### src/rtl/mer_calc_if.sv
// mer_calc_if: bundles the MER calculator's measurement inputs, result
// outputs and FSM debug state.
//
// Signalling: there is no backpressure. The producer asserts cycle together
// with sym_clk_en for one clock to request a capture; the request is taken
// only when the block is idle and busy is low, otherwise it is dropped.
// mer_valid is a one-cycle strobe and mer_db/mer_sat are valid in that cycle
// and hold afterwards.
interface mer_calc_if;
    logic               sym_clk_en;
    logic               cycle;
    logic signed [17:0] map_out_pwr;
    logic signed [17:0] err_square;
    logic signed [15:0] mer_db;
    logic               mer_valid;
    logic               busy;
    logic               mer_sat;
    logic [7:0]         overrun_cnt;
    logic [1:0]         state_dbg;

    modport master (
        output sym_clk_en, cycle, map_out_pwr, err_square,
        input  mer_db, mer_valid, busy, mer_sat, overrun_cnt, state_dbg
    );

    modport slave (
        input  sym_clk_en, cycle, map_out_pwr, err_square,
        output mer_db, mer_valid, busy, mer_sat, overrun_cnt, state_dbg
    );
endinterface

### src/rtl/mer_calc.sv
// mer_calc: turns averaged reference power and averaged error power into
// MER in dB (s7.8) using a restoring divider, a Mitchell log2 and a constant
// scale of 10*log10(2). Latency is 27 clocks from capture to result.
// Optional feature: define MER_CALC_OVERRUN_CNT_EN to count captures that
// arrive while a computation is in flight; otherwise overrun_cnt is 0.
module mer_calc #(
    parameter int DIV_ITERS = 25,
    parameter int SCALE_K   = 771
) (
    input logic   CLOCK_50,
    input logic   reset,
    mer_calc_if.slave bus
);

    typedef enum logic [1:0] {
        IDLE  = 2'd0,
        DIV   = 2'd1,
        LOG   = 2'd2,
        SCALE = 2'd3
    } state_t;

    state_t             state;
    logic [4:0]         iter;
    logic [24:0]        quo;        // dividend in, quotient out, shifted MSB first
    logic [16:0]        rem;
    logic [16:0]        den;
    logic               den_zero;
    logic               num_zero;
    logic signed [13:0] log_l;      // Q6.8 log2 of the quotient
    logic signed [15:0] db_r;
    logic               valid_r;
    logic               busy_r;
    logic               sat_r;

    logic               capture_req;
    logic               capture;
    logic [17:0]        trial;
    logic               fits;
    logic [16:0]        diff;
    logic [4:0]         lead;
    logic [4:0]         norm_shift;
    logic [7:0]         frac;
    logic [5:0]         int_part;
    logic signed [13:0] log_next;
    logic signed [23:0] l_ext;
    logic signed [23:0] k_ext;
    logic signed [23:0] prod;

    assign capture_req = bus.cycle & bus.sym_clk_en;
    // busy stays high through the mer_valid cycle, which blocks capture there
    assign capture     = capture_req && (state == IDLE) && !busy_r;

    // One restoring-division step: bring down the next dividend bit and try
    // to subtract the divisor. When it fits the difference is below den, so
    // 17-bit modular subtraction is exact.
    assign trial = {rem, quo[24]};
    assign fits  = (trial >= {1'b0, den});
    assign diff  = trial[16:0] - den;

    // Leading-one index of the quotient. A zero quotient (num much smaller
    // than den) falls through as index 0, giving the minimum log of -8.0.
    always_comb begin
        lead = 5'd0;
        for (int i = 0; i < 25; i++) begin
            if (quo[i]) lead = 5'(i);
        end
    end

    // Mitchell log2: integer part k-8, fraction = 8 bits below the leading one
    assign norm_shift = 5'd24 - lead;
    assign frac       = 8'((quo << norm_shift) >> 16);
    assign int_part   = {1'b0, lead} - 6'd8;
    assign log_next   = {int_part, frac};

    // Scale Q6.8 log2 by 10*log10(2) in UQ2.8; product stays well inside 24 bits
    assign l_ext = {{10{log_l[13]}}, log_l};
    assign k_ext = 24'(SCALE_K);
    assign prod  = l_ext * k_ext;

    // Main FSM: capture, divide, take the log, scale and publish
    always_ff @(posedge CLOCK_50) begin
        if (reset) begin
            state    <= IDLE;
            iter     <= 5'd0;
            quo      <= 25'd0;
            rem      <= 17'd0;
            den      <= 17'd0;
            den_zero <= 1'b0;
            num_zero <= 1'b0;
            log_l    <= 14'sd0;
            db_r     <= 16'sd0;
            valid_r  <= 1'b0;
            busy_r   <= 1'b0;
            sat_r    <= 1'b0;
        end else begin
            valid_r <= 1'b0;
            case (state)
                IDLE: begin
                    if (capture) begin
                        quo      <= {(bus.map_out_pwr[17] ? 17'd0 : bus.map_out_pwr[16:0]), 8'd0};
                        den      <= bus.err_square[17] ? 17'd0 : bus.err_square[16:0];
                        num_zero <= bus.map_out_pwr[17] || (bus.map_out_pwr[16:0] == 17'd0);
                        den_zero <= bus.err_square[17] || (bus.err_square[16:0] == 17'd0);
                        rem      <= 17'd0;
                        iter     <= 5'd0;
                        busy_r   <= 1'b1;
                        state    <= DIV;
                    end else begin
                        busy_r <= 1'b0;
                    end
                end
                DIV: begin
                    quo <= {quo[23:0], fits};
                    rem <= fits ? diff : trial[16:0];
                    if (iter == 5'(DIV_ITERS - 1)) begin
                        state <= LOG;
                    end else begin
                        iter <= iter + 5'd1;
                    end
                end
                LOG: begin
                    log_l <= log_next;
                    state <= SCALE;
                end
                SCALE: begin
                    valid_r <= 1'b1;
                    if (den_zero) begin
                        db_r  <= 16'sh7FFF;
                        sat_r <= 1'b1;
                    end else if (num_zero) begin
                        db_r  <= 16'sh8000;
                        sat_r <= 1'b1;
                    end else begin
                        db_r  <= prod[23:8];
                        sat_r <= 1'b0;
                    end
                    state <= IDLE;
                end
                default: state <= IDLE;
            endcase
        end
    end

`ifdef MER_CALC_OVERRUN_CNT_EN
    logic [7:0] overrun_r;

    // Count capture requests dropped while busy, saturating at 255
    always_ff @(posedge CLOCK_50) begin
        if (reset) begin
            overrun_r <= 8'd0;
        end else if (capture_req && busy_r && (overrun_r != 8'hFF)) begin
            overrun_r <= overrun_r + 8'd1;
        end
    end

    assign bus.overrun_cnt = overrun_r;
`else
    assign bus.overrun_cnt = 8'd0;
`endif

    assign bus.mer_db    = db_r;
    assign bus.mer_valid = valid_r;
    assign bus.busy      = busy_r;
    assign bus.mer_sat   = sat_r;
    assign bus.state_dbg = state;

endmodule

### src/flat_wrapper.sv
// flat-port wrapper written by rule: the top's interface ports become plain ports
module mer_calc_flat 
#(
    parameter int DIV_ITERS = 25,
    parameter int SCALE_K   = 771
)
  (CLOCK_50, reset, bus_sym_clk_en, bus_cycle, bus_map_out_pwr, bus_err_square, bus_mer_db, bus_mer_valid, bus_busy, bus_mer_sat, bus_overrun_cnt, bus_state_dbg);
  mer_calc_if bus_i ();
  input logic CLOCK_50;
  input logic reset;
  input wire logic [$bits(bus_i.sym_clk_en)-1:0] bus_sym_clk_en;
  input wire logic [$bits(bus_i.cycle)-1:0] bus_cycle;
  input wire logic [$bits(bus_i.map_out_pwr)-1:0] bus_map_out_pwr;
  input wire logic [$bits(bus_i.err_square)-1:0] bus_err_square;
  output wire logic [$bits(bus_i.mer_db)-1:0] bus_mer_db;
  output wire logic [$bits(bus_i.mer_valid)-1:0] bus_mer_valid;
  output wire logic [$bits(bus_i.busy)-1:0] bus_busy;
  output wire logic [$bits(bus_i.mer_sat)-1:0] bus_mer_sat;
  output wire logic [$bits(bus_i.overrun_cnt)-1:0] bus_overrun_cnt;
  output wire logic [$bits(bus_i.state_dbg)-1:0] bus_state_dbg;
  assign bus_i.sym_clk_en = bus_sym_clk_en;
  assign bus_i.cycle = bus_cycle;
  assign bus_i.map_out_pwr = bus_map_out_pwr;
  assign bus_i.err_square = bus_err_square;
  assign bus_mer_db = bus_i.mer_db;
  assign bus_mer_valid = bus_i.mer_valid;
  assign bus_busy = bus_i.busy;
  assign bus_mer_sat = bus_i.mer_sat;
  assign bus_overrun_cnt = bus_i.overrun_cnt;
  assign bus_state_dbg = bus_i.state_dbg;
  mer_calc #(.DIV_ITERS(DIV_ITERS), .SCALE_K(SCALE_K)) u_core (.CLOCK_50(CLOCK_50), .reset(reset), .bus(bus_i));
endmodule
### config.mk
export PLATFORM = sky130hd
export DESIGN_NAME = mer_calc_flat
export DESIGN_NICKNAME = d
export VERILOG_FILES = /design/src/rtl/mer_calc_if.sv /design/src/rtl/mer_calc.sv /design/src/flat_wrapper.sv
export SDC_FILE = /design/constraint.sdc
export NUM_CORES = 1
export LEC_CHECK = 0
export ABC_AREA = 1
export CORE_ASPECT_RATIO = 1.2
export CORE_MARGIN = 5
export CORE_UTILIZATION = 25
export DETAILED_ROUTE_END_ITERATION = 10
export PLACE_DENSITY_LB_ADDON = 0.12
export SYNTH_ARGS = -nofsm -noshare
export SYNTH_HDL_FRONTEND = slang
export SYNTH_SLANG_ARGS = --single-unit
### constraint.sdc
create_clock -name CLOCK_50 -period 4.1 [get_ports CLOCK_50]
set_clock_uncertainty 0.2 [all_clocks]
set_input_delay 0.41 -clock CLOCK_50 [delete_from_list [all_inputs] [get_ports CLOCK_50]]
set_output_delay 0.41 -clock CLOCK_50 [all_outputs]
set_load 0.005 [all_outputs]
==> impl_summary.md, run 1 <==
Placed design
The pre-CTS setup slack is -284 ps. The placed wire-length estimate after detailed placement is 19000 µm. The number of buffers inserted by port buffering is 60. The final estimated routing congestion in global placement is 0.817.

Global route
The first global-routing pass estimated roughly 40000 µm of wire. met2 is the most crowded layer. The largest net degree at the start of global routing is 65. Summed over all layers, the global routing overflow is 0.

In the global route stage, met2 resource usage came out at 0.243. For met1 alone, demand over resource in global routing was 0.166. The number of antenna violations at the first check in global routing is 0. In the global route stage, met3 resource usage came out at 0.0166. The via count of the first global-routing pass came to ~8000. For this run, the total global-route usage over all layers was measured as 0.134.

Run status
The flow ran to the end, but the final reports show violations. The checks that failed: setup timing.

Timing
Across all setup checks in the final design, the least slack found is -240 ps. Setup repair after global routing could not meet its margin everywhere. The transition time at the pin with the least slew margin is roughly 850 ps. The relative slew slack is 0.430. Based on the critical path, the design can be clocked at up to between 200 and 250 MHz. The minimum clock period is roughly 4300 ps. The fraction of the cycle the final worst path needs is 1.06. The max-slew violation count is 0. The total of endpoints with negative setup slack in the final report is 2. The number of endpoints with negative hold slack in the final report came to 0.

Clock network
Clock-pin slew was measured on the worst setup and hold paths at 80 ps. The later pin in the worst-skew pair is clocked with a latency of 360 ps. The number of levels the H-tree was split into is 3.

The clock root buffer is clkbuf_16. The clock passes through at most 2 buffers. TritonCTS built the clock tree. CTS saw 101 sinks.

The hold buffer count at cts is 0. The number of CTS-inserted buffers is 9.

Drt
The pre-antenna-repair detailed-routing pass consisted of 4 iterations. The total vias in the final route is 7771. In this run the remaining antenna-violating nets after routing total 0. For this block, the initial DRC count from the detailed router was roughly 370.

The routed design has between 20000 and 25000 µm of wire. The total DRC errors in the routed layout is 0. After detailed routing, the number of vias per cell comes to about 4.7. After detailed routing, the average wire length per cell comes to roughly 15 µm.

Die
The number of top-level design ports is about 70. The region available for standard cell placement spans around 32000 µm². The total number of placement rows is 72.

The width of the chip is ~170 µm. The initial utilization of the core area, before any placement, comes to 0.252. The die height is 207 µm. The floorplan die area is 36200 µm².

Setup path
The critical path start-end classification is flip-flop to flip-flop. The arrival time of the worst setup path is around 4400 ps. In this run the worst path has a maximum fanout of 3. The required time of the worst setup path is just over 4000 ps. The biggest cell delay along the critical path is between 400 and 500 ps. The worst register-to-register path begins at u_core.log_l[4]$_SDFFE_PP0P_. The first element of the critical path is u_core.log_l[4]$_SDFFE_PP0P_.

The end of the worst register-to-register path is u_core.bus.mer_db[15]$_SDFFE_PP0P_. The signal on the critical path passes through ha_4 > ha_4 > ha_4 > inv_1 > fa_1 > inv_1 > fa_1 > ha_4 > nand2_1 > nor2_2 > nand3_1 > o2111a_2 > o21ai_4 > inv_2 > o21ai_2 > nand3_1 > nand2_2 > a21oi_1 > o21bai_1 > or2_4 > nand3_2 > nand2_1 > a21oi_1. The critical path's slowest cell is fa_1. Across all register-to-register paths, the minimum setup slack is -240 ps.

Measured in cells, the most critical reg-to-reg path has a length of 23. The cell that appears most often on the critical path is ha_4. The worst setup path is launched from a flip-flop. The critical path capture point type is a flip-flop.

Finish
The library cell used most frequently in the layout, excluding fill and tap cells, is nand2_1. The fraction of final layout cells with drive strength greater than 1 is 0.0935. The library cells used most frequently in the layout, excluding fill and tap cells, are 223 x nand2_1, 157 x inv_1, 141 x a21oi_1, 140 x nand3_1, 97 x dfxtp_1. The net count reported at finish is between 1000 and 1500. 0 antenna diodes ended up in the layout. The area growth from synthesis to layout is 21.6%.

Hold path
The worst hold path passes through 2 cells. The worst min-delay path endpoint is u_core.den[12]$_SDFFE_PP0P_. The type of the most critical hold path is flip-flop to flip-flop.

The startpoint of the worst hold path is u_core.den[12]$_SDFFE_PP0P_.

Synth
Yosys printed 0 warnings. The commonest register cell after synthesis is dfxtp_1. A synthesized cell averages 6.89 µm². The count of state elements after synthesis is 101. After synthesis the cells add up to about 8100 µm². For this run, the register share of the synthesized area comes to 0.249. The post-synthesis instance total is around 1200.

Counting flops with a built-in enable in the synthesized netlist gives 0. The synthesized netlist contains 47 unique library cells. The async set-or-reset flop fraction in the synthesized netlist is 0.

Flow run
The count of maximum capacitance violations is 0.
-- cell usage after synthesis, types with 8 or more instances --
library cell / instances / area, µm²
dfxtp_1: 101 / 2020
buf_4: 8 / 60.1
nor2_1: 51 / 191
fa_1: 22 / 440
buf_2: 8 / 40.0
a21oi_2: 8 / 70.1
nand3_1: 141 / 706
xor2_1: 11 / 96.3
nor3_1: 10 / 50.1
ha_1: 91 / 1140
nand2_1: 227 / 852
a21oi_1: 141 / 706
a31oi_1: 11 / 68.8
inv_1: 159 / 597
clkbuf_1: 31 / 116
o21ai_0: 78 / 390
a211oi_1: 8 / 60.1
-- registers in the layout (all words and copies together) (netlist names) --
signal and count:
u_core.bus.mer_sat 1, u_core.log_l 14, u_core.bus.busy 1, u_core.num_zero 1
u_core.rem 17, u_core.den 17, u_core.den_zero 1, u_core.quo 25
u_core.iter 5, u_core.bus.state_dbg 2, u_core.bus.mer_db 16, u_core.bus.mer_valid 1
-- layout make-up --
cell class / count / area (µm²)
clock inverters: 7 / 81.3
well taps: 407 / 509
repair buffers: 105 / 937
flip-flops and latches: 101 / 2030
fillers: 3574 / 22300
inverters: 165 / 622
multi-input cells: 864 / 5460
clock buffers: 9 / 225
-- per-layer routing --
| layer | routed length (µm) | vias up |
|---|---|---|
| met1 | 11100 | 3594 |
| met4 | 333 | 0 |
| met3 | 544 | 17 |
| li1 | - | 4066 |
| met2 | 12200 | 94 |
| met5 | 0 | - |
-- kinds of logic (layout without fill, tap and decap cells) --
family | Yosys count | in the layout | synth area share
adder cells (fa/ha/maj) | 113 | 113 | 0.195
AND/OR/NAND/NOR | 453 | 453 | 0.245
flip-flops | 101 | 101 | 0.249
XOR/XNOR | 15 | 15 | 0.0162
other | 1 | 8 | 0.000462
AO/OA/AOI/OAI | 275 | 275 | 0.186
buffers and inverters | 219 | 286 | 0.108
-- critical path, delay by kind of cell, from the launching register on --
kind / cells / cell delay (ps)
fa+ha+maj: 6 / 1900
compound gates: 6 / 840
simple gates: 8 / 760
flops: 1 / 370
buf+inv: 3 / 150
-- repair_timing --
item / 4_1_cts / 5_1_grt
hold endpoints to repair: 0 / 0
setup buffers: 2 / 1
pin swaps: 5 / 9
gates resized for setup: 6 / 14
endpoints found under the setup margin: 3 / 5
-- metrics by stage --
step                      TNS [ps]  area [µm²]  instances  hold WS, ps  utilization
after floorplan             -0.828        8310       1184          245            -
after global routing         -1310        9870       1658          294        0.307
after global placement        -509        9470       1639          255        0.295
final                         -299        9870       1658          268        0.307
after CTS                     -309        9810       1657          271        0.305
after detailed placement      -569        9470       1639          260        0.295
-- worst max path at each step --
stage	to	slack [ps]	cells after the start
after floorplan	u_core.bus.mer_db[15]$_SDFFE_PP0P_	-0.8	23
after global placement	u_core.bus.mer_db[15]$_SDFFE_PP0P_	-230	23
after detailed placement	u_core.bus.mer_db[15]$_SDFFE_PP0P_	-280	21
after CTS	u_core.bus.mer_db[15]$_SDFFE_PP0P_	-210	23
after global routing	u_core.bus.mer_db[15]$_SDFFE_PP0P_	-520	23
final	u_core.bus.mer_db[15]$_SDFFE_PP0P_	-240	23
Power of run 1 is left out: the tool's default activity adds up to more than one toggle a clock period on the data nets, which glitch-free logic cannot reach.
==> run 2: changes to the inputs <==
SETUP_SLACK_MARGIN = 0.4   (was default)
==> impl_summary.md, run 2 (synthesized netlist as in run 1, its figures left out) <==
Die
The die height is 207 µm (unchanged). The starting density of the core is 0.252 (unchanged). The area of the core is 32200 µm² (unchanged).

The total number of placement rows is 72 (unchanged). The number of top-level design ports is 69 (unchanged). The width of the chip is 174 µm (unchanged).

The floorplan die area came to 36200 µm² (unchanged).

Placed design
The placed wire-length estimate after detailed placement came to 19000 µm (+0.13%). The number of buffers inserted by port buffering is 60 (unchanged). The cell total after placement came to 1641 (+0.12%).

The final estimated routing congestion in global placement is 0.809 (-0.94%).

Drt
The met1 wire length is 11500 µm (+3.8%). The per-cell via count in the routed design came to 4.70 (+0.23%). The number of DRC markers in iteration 0 is 239 (-36%).

The total vias in the final route is 7869 (+1.3%). The total DRC errors in the routed layout is 0 (unchanged). The routed wire length is 24800 µm (+2.4%).

The highest metal layer carrying signal wires in the routed design is met4. The total length of routed met3 wires is 645 µm (+19%). The routed length per placed instance was 14.8 µm (+1.4%). The count of nets left with antenna violations after detail routing is 0 (unchanged). The iteration count of the initial detailed-routing pass came to 4 (unchanged).

The routed length on met2 is 12400 µm (+1.2%).

Hold path
The type of the most critical hold path is flip-flop to flip-flop. The worst hold path begins at u_core.den[7]$_SDFFE_PP0P_.

Clock network
The number of CTS-inserted buffers is 9 (unchanged). The number of levels the H-tree was split into is 3 (unchanged). The tree is rooted in a clkbuf_16. The clock net sink count was 101 (unchanged). The TritonCTS clock tree is yes. The worst-skew pair later-pin latency was 370 ps (about the same). The maximum buffer depth of the clock tree is 2 (unchanged). The hold buffer count at cts is 0 (unchanged).

The post-CTS clock slew at the launch and capture registers of the worst setup and hold paths is 80 ps (about the same).

Finish
The number of diodes came to 0 (unchanged). The net count reported at finish came to 1416 (+1.2%). The largest registers in the layout are u_core.quo (25), u_core.den (17), u_core.rem (17).

Leaving out fill and tap cells, the most frequent cell in the layout is nand2_1. The area of the multi-input gates came to 5560 µm² (+1.8%). The number of flip-flops in the largest register is 25 (unchanged). The post-layout instance count excluding filler cells is 1675 (+1.0%).

The relative area change from synthesis to final layout is 25.3%. The count of filler cells inserted in the layout is 3532 (-1.2%). The fraction of final layout cells with drive strength greater than 1 is 0.121 (+0.0271). u_core.quo holds more flip-flops than any other register. The sequential cell area in the final layout is 2040 µm² (+0.43%). The utilization after layout came to 0.316 (+0.00922). Leaving out fill and tap cells, the most frequent cells in the layout are 221 x nand2_1, 154 x inv_1, 136 x a21oi_1, 134 x nand3_1, 94 x dfxtp_1.

Global route
The aggregate global routing overflow is 0 (unchanged). The via count of the first global-routing pass is 7893 (-1.9%). The largest net degree at the start of global routing is 65 (unchanged).

The global-route wire length before repair is 40600 µm (+1.1%). The number of antenna violations at the first check in global routing came to 0 (unchanged). The overall fraction of global-route tracks in use is 0.137 (+0.00292).

Run status
The run finished, with violations left. The final reports fail on setup timing.

Timing
The fraction of the cycle the final worst path needs is 1.04 (-0.0214). The worst setup margin is -152 ps (+87.7 ps). The tightest hold margin came to 271 ps (+3.28 ps). The minimum clock period is 4250 ps (-87.7 ps). The peak clock frequency supported by timing was 235 MHz (+2.1%). Setup repair after global routing could not meet its margin everywhere. The total of endpoints with negative setup slack in the final report came to 5 (+3). The max-slew violation count came to 0 (unchanged). The relative slew slack came to 0.430 (+0.000520). The transition time at the pin with the least slew margin is 852 ps (-2.99 ps). The number of endpoints with negative hold slack in the final report is 0 (unchanged).

Setup path
Tracing the worst setup path back leads to its startpoint at u_core.log_l[4]$_SDFFE_PP0P_. The critical path's slowest cell is fa_1. The required time of the worst setup path is 4120 ps (about the same). Grouping stages by cell kind, the critical path spends the most delay in adder cells. The critical path start-end classification is flip-flop to flip-flop.

The arrival time of the worst setup path is 4270 ps (-80 ps). The category of the worst setup path launch point is a flip-flop. The number of buffer and inverter instances along the worst setup path is 3 (unchanged).

The biggest cell delay along the critical path came to 490 ps (about the same). The most repeated library cell on the critical path is ha_4. The critical path goes through ha_4 > ha_4 > ha_4 > fa_1 > inv_1 > fa_1 > inv_2 > ha_4 > nand2_2 > nor2_4 > nand3_2 > o2111a_1 > o21ai_2 > inv_1 > o21ai_2 > nand3_1 > nand2_1 > a21oi_1 > o21bai_1 > or2_4 > nand3_2 > nand2_1 > a21oi_1. The maximum fanout along the worst path came to 3 (unchanged). The worst register-to-register path begins at u_core.log_l[4]$_SDFFE_PP0P_. The critical path capture point type is a flip-flop.

Flow run
The count of maximum capacitance violations is 0 (unchanged).
## run 2: cell count changes in the layout (fill, tap and decap cells not counted), sizes merged
| cell | change |
|---|---|
| buf | +13 |
| clkinvlp | +2 |
| bufinv | +1 |
| nand2 | +1 |
## run 2: routing by layer
layer,vias to the layer above,track usage
li1,4094,-
met1,3646,0.171
met2,111,0.249
met3,18,0.0179
met4,0,0.0303
met5,-,0
## run 2: per-stage QoR
stage	TNS, ps	worst slack, ps	instance area (µm²)
3_5_place_dp	-497	-252	9500
4_1_cts	-511	-155	10000
6_report	-472	-152	10200
5_1_grt	-1770	-406	10200
2_1_floorplan	-0.828	-0.828	8310
3_3_place_gp	-276	-190	9500
## run 2: timing repair
action,CTS,global route
pin swaps,11,6
gates cloned,2,2
buffers inserted,9,5
endpoints found under the setup margin,16,19
hold endpoints to repair,0,0
gates resized for setup,36,27
## run 2: layout make-up
type | instances | area share
clock buffer | 9 | 0.0222
multi-input combinational | 865 | 0.547
timing repair buffer | 118 | 0.106
sequential | 101 | 0.201
tap | 407 | 0.0501
clock inverter | 7 | 0.0101
inverter | 165 | 0.0616
timing repair inverter | 3 | 0.00222
## run 2: path summary, 6_finish.rpt
kind | cells past startpoint | endpoint | slack, ps
setup / recovery | 23 | u_core.bus.mer_db[15]$_SDFFE_PP0P_ | -150
hold / removal | 2 | u_core.den[7]$_SDFFE_PP0P_ | 270
setup reg to reg | 23 | u_core.bus.mer_db[15]$_SDFFE_PP0P_ | -150
hold reg to reg | 2 | u_core.den[7]$_SDFFE_PP0P_ | 270
## run 2: worst reg2reg max path, cell delays in order (launching register included)
cell,delay [ps]
dfxtp_4,370
ha_4,240
ha_4,280
ha_4,200
fa_1,480
inv_1,50
fa_1,490
inv_2,50
ha_4,270
nand2_2,60
nor2_4,90
nand3_2,70
o2111a_1,170
o21ai_2,150
inv_1,70
o21ai_2,150
nand3_1,80
nand2_1,100
a21oi_1,80
o21bai_1,170
or2_4,150
nand3_2,40
nand2_1,60
a21oi_1,60
Power of run 2 is left out for the same reason.
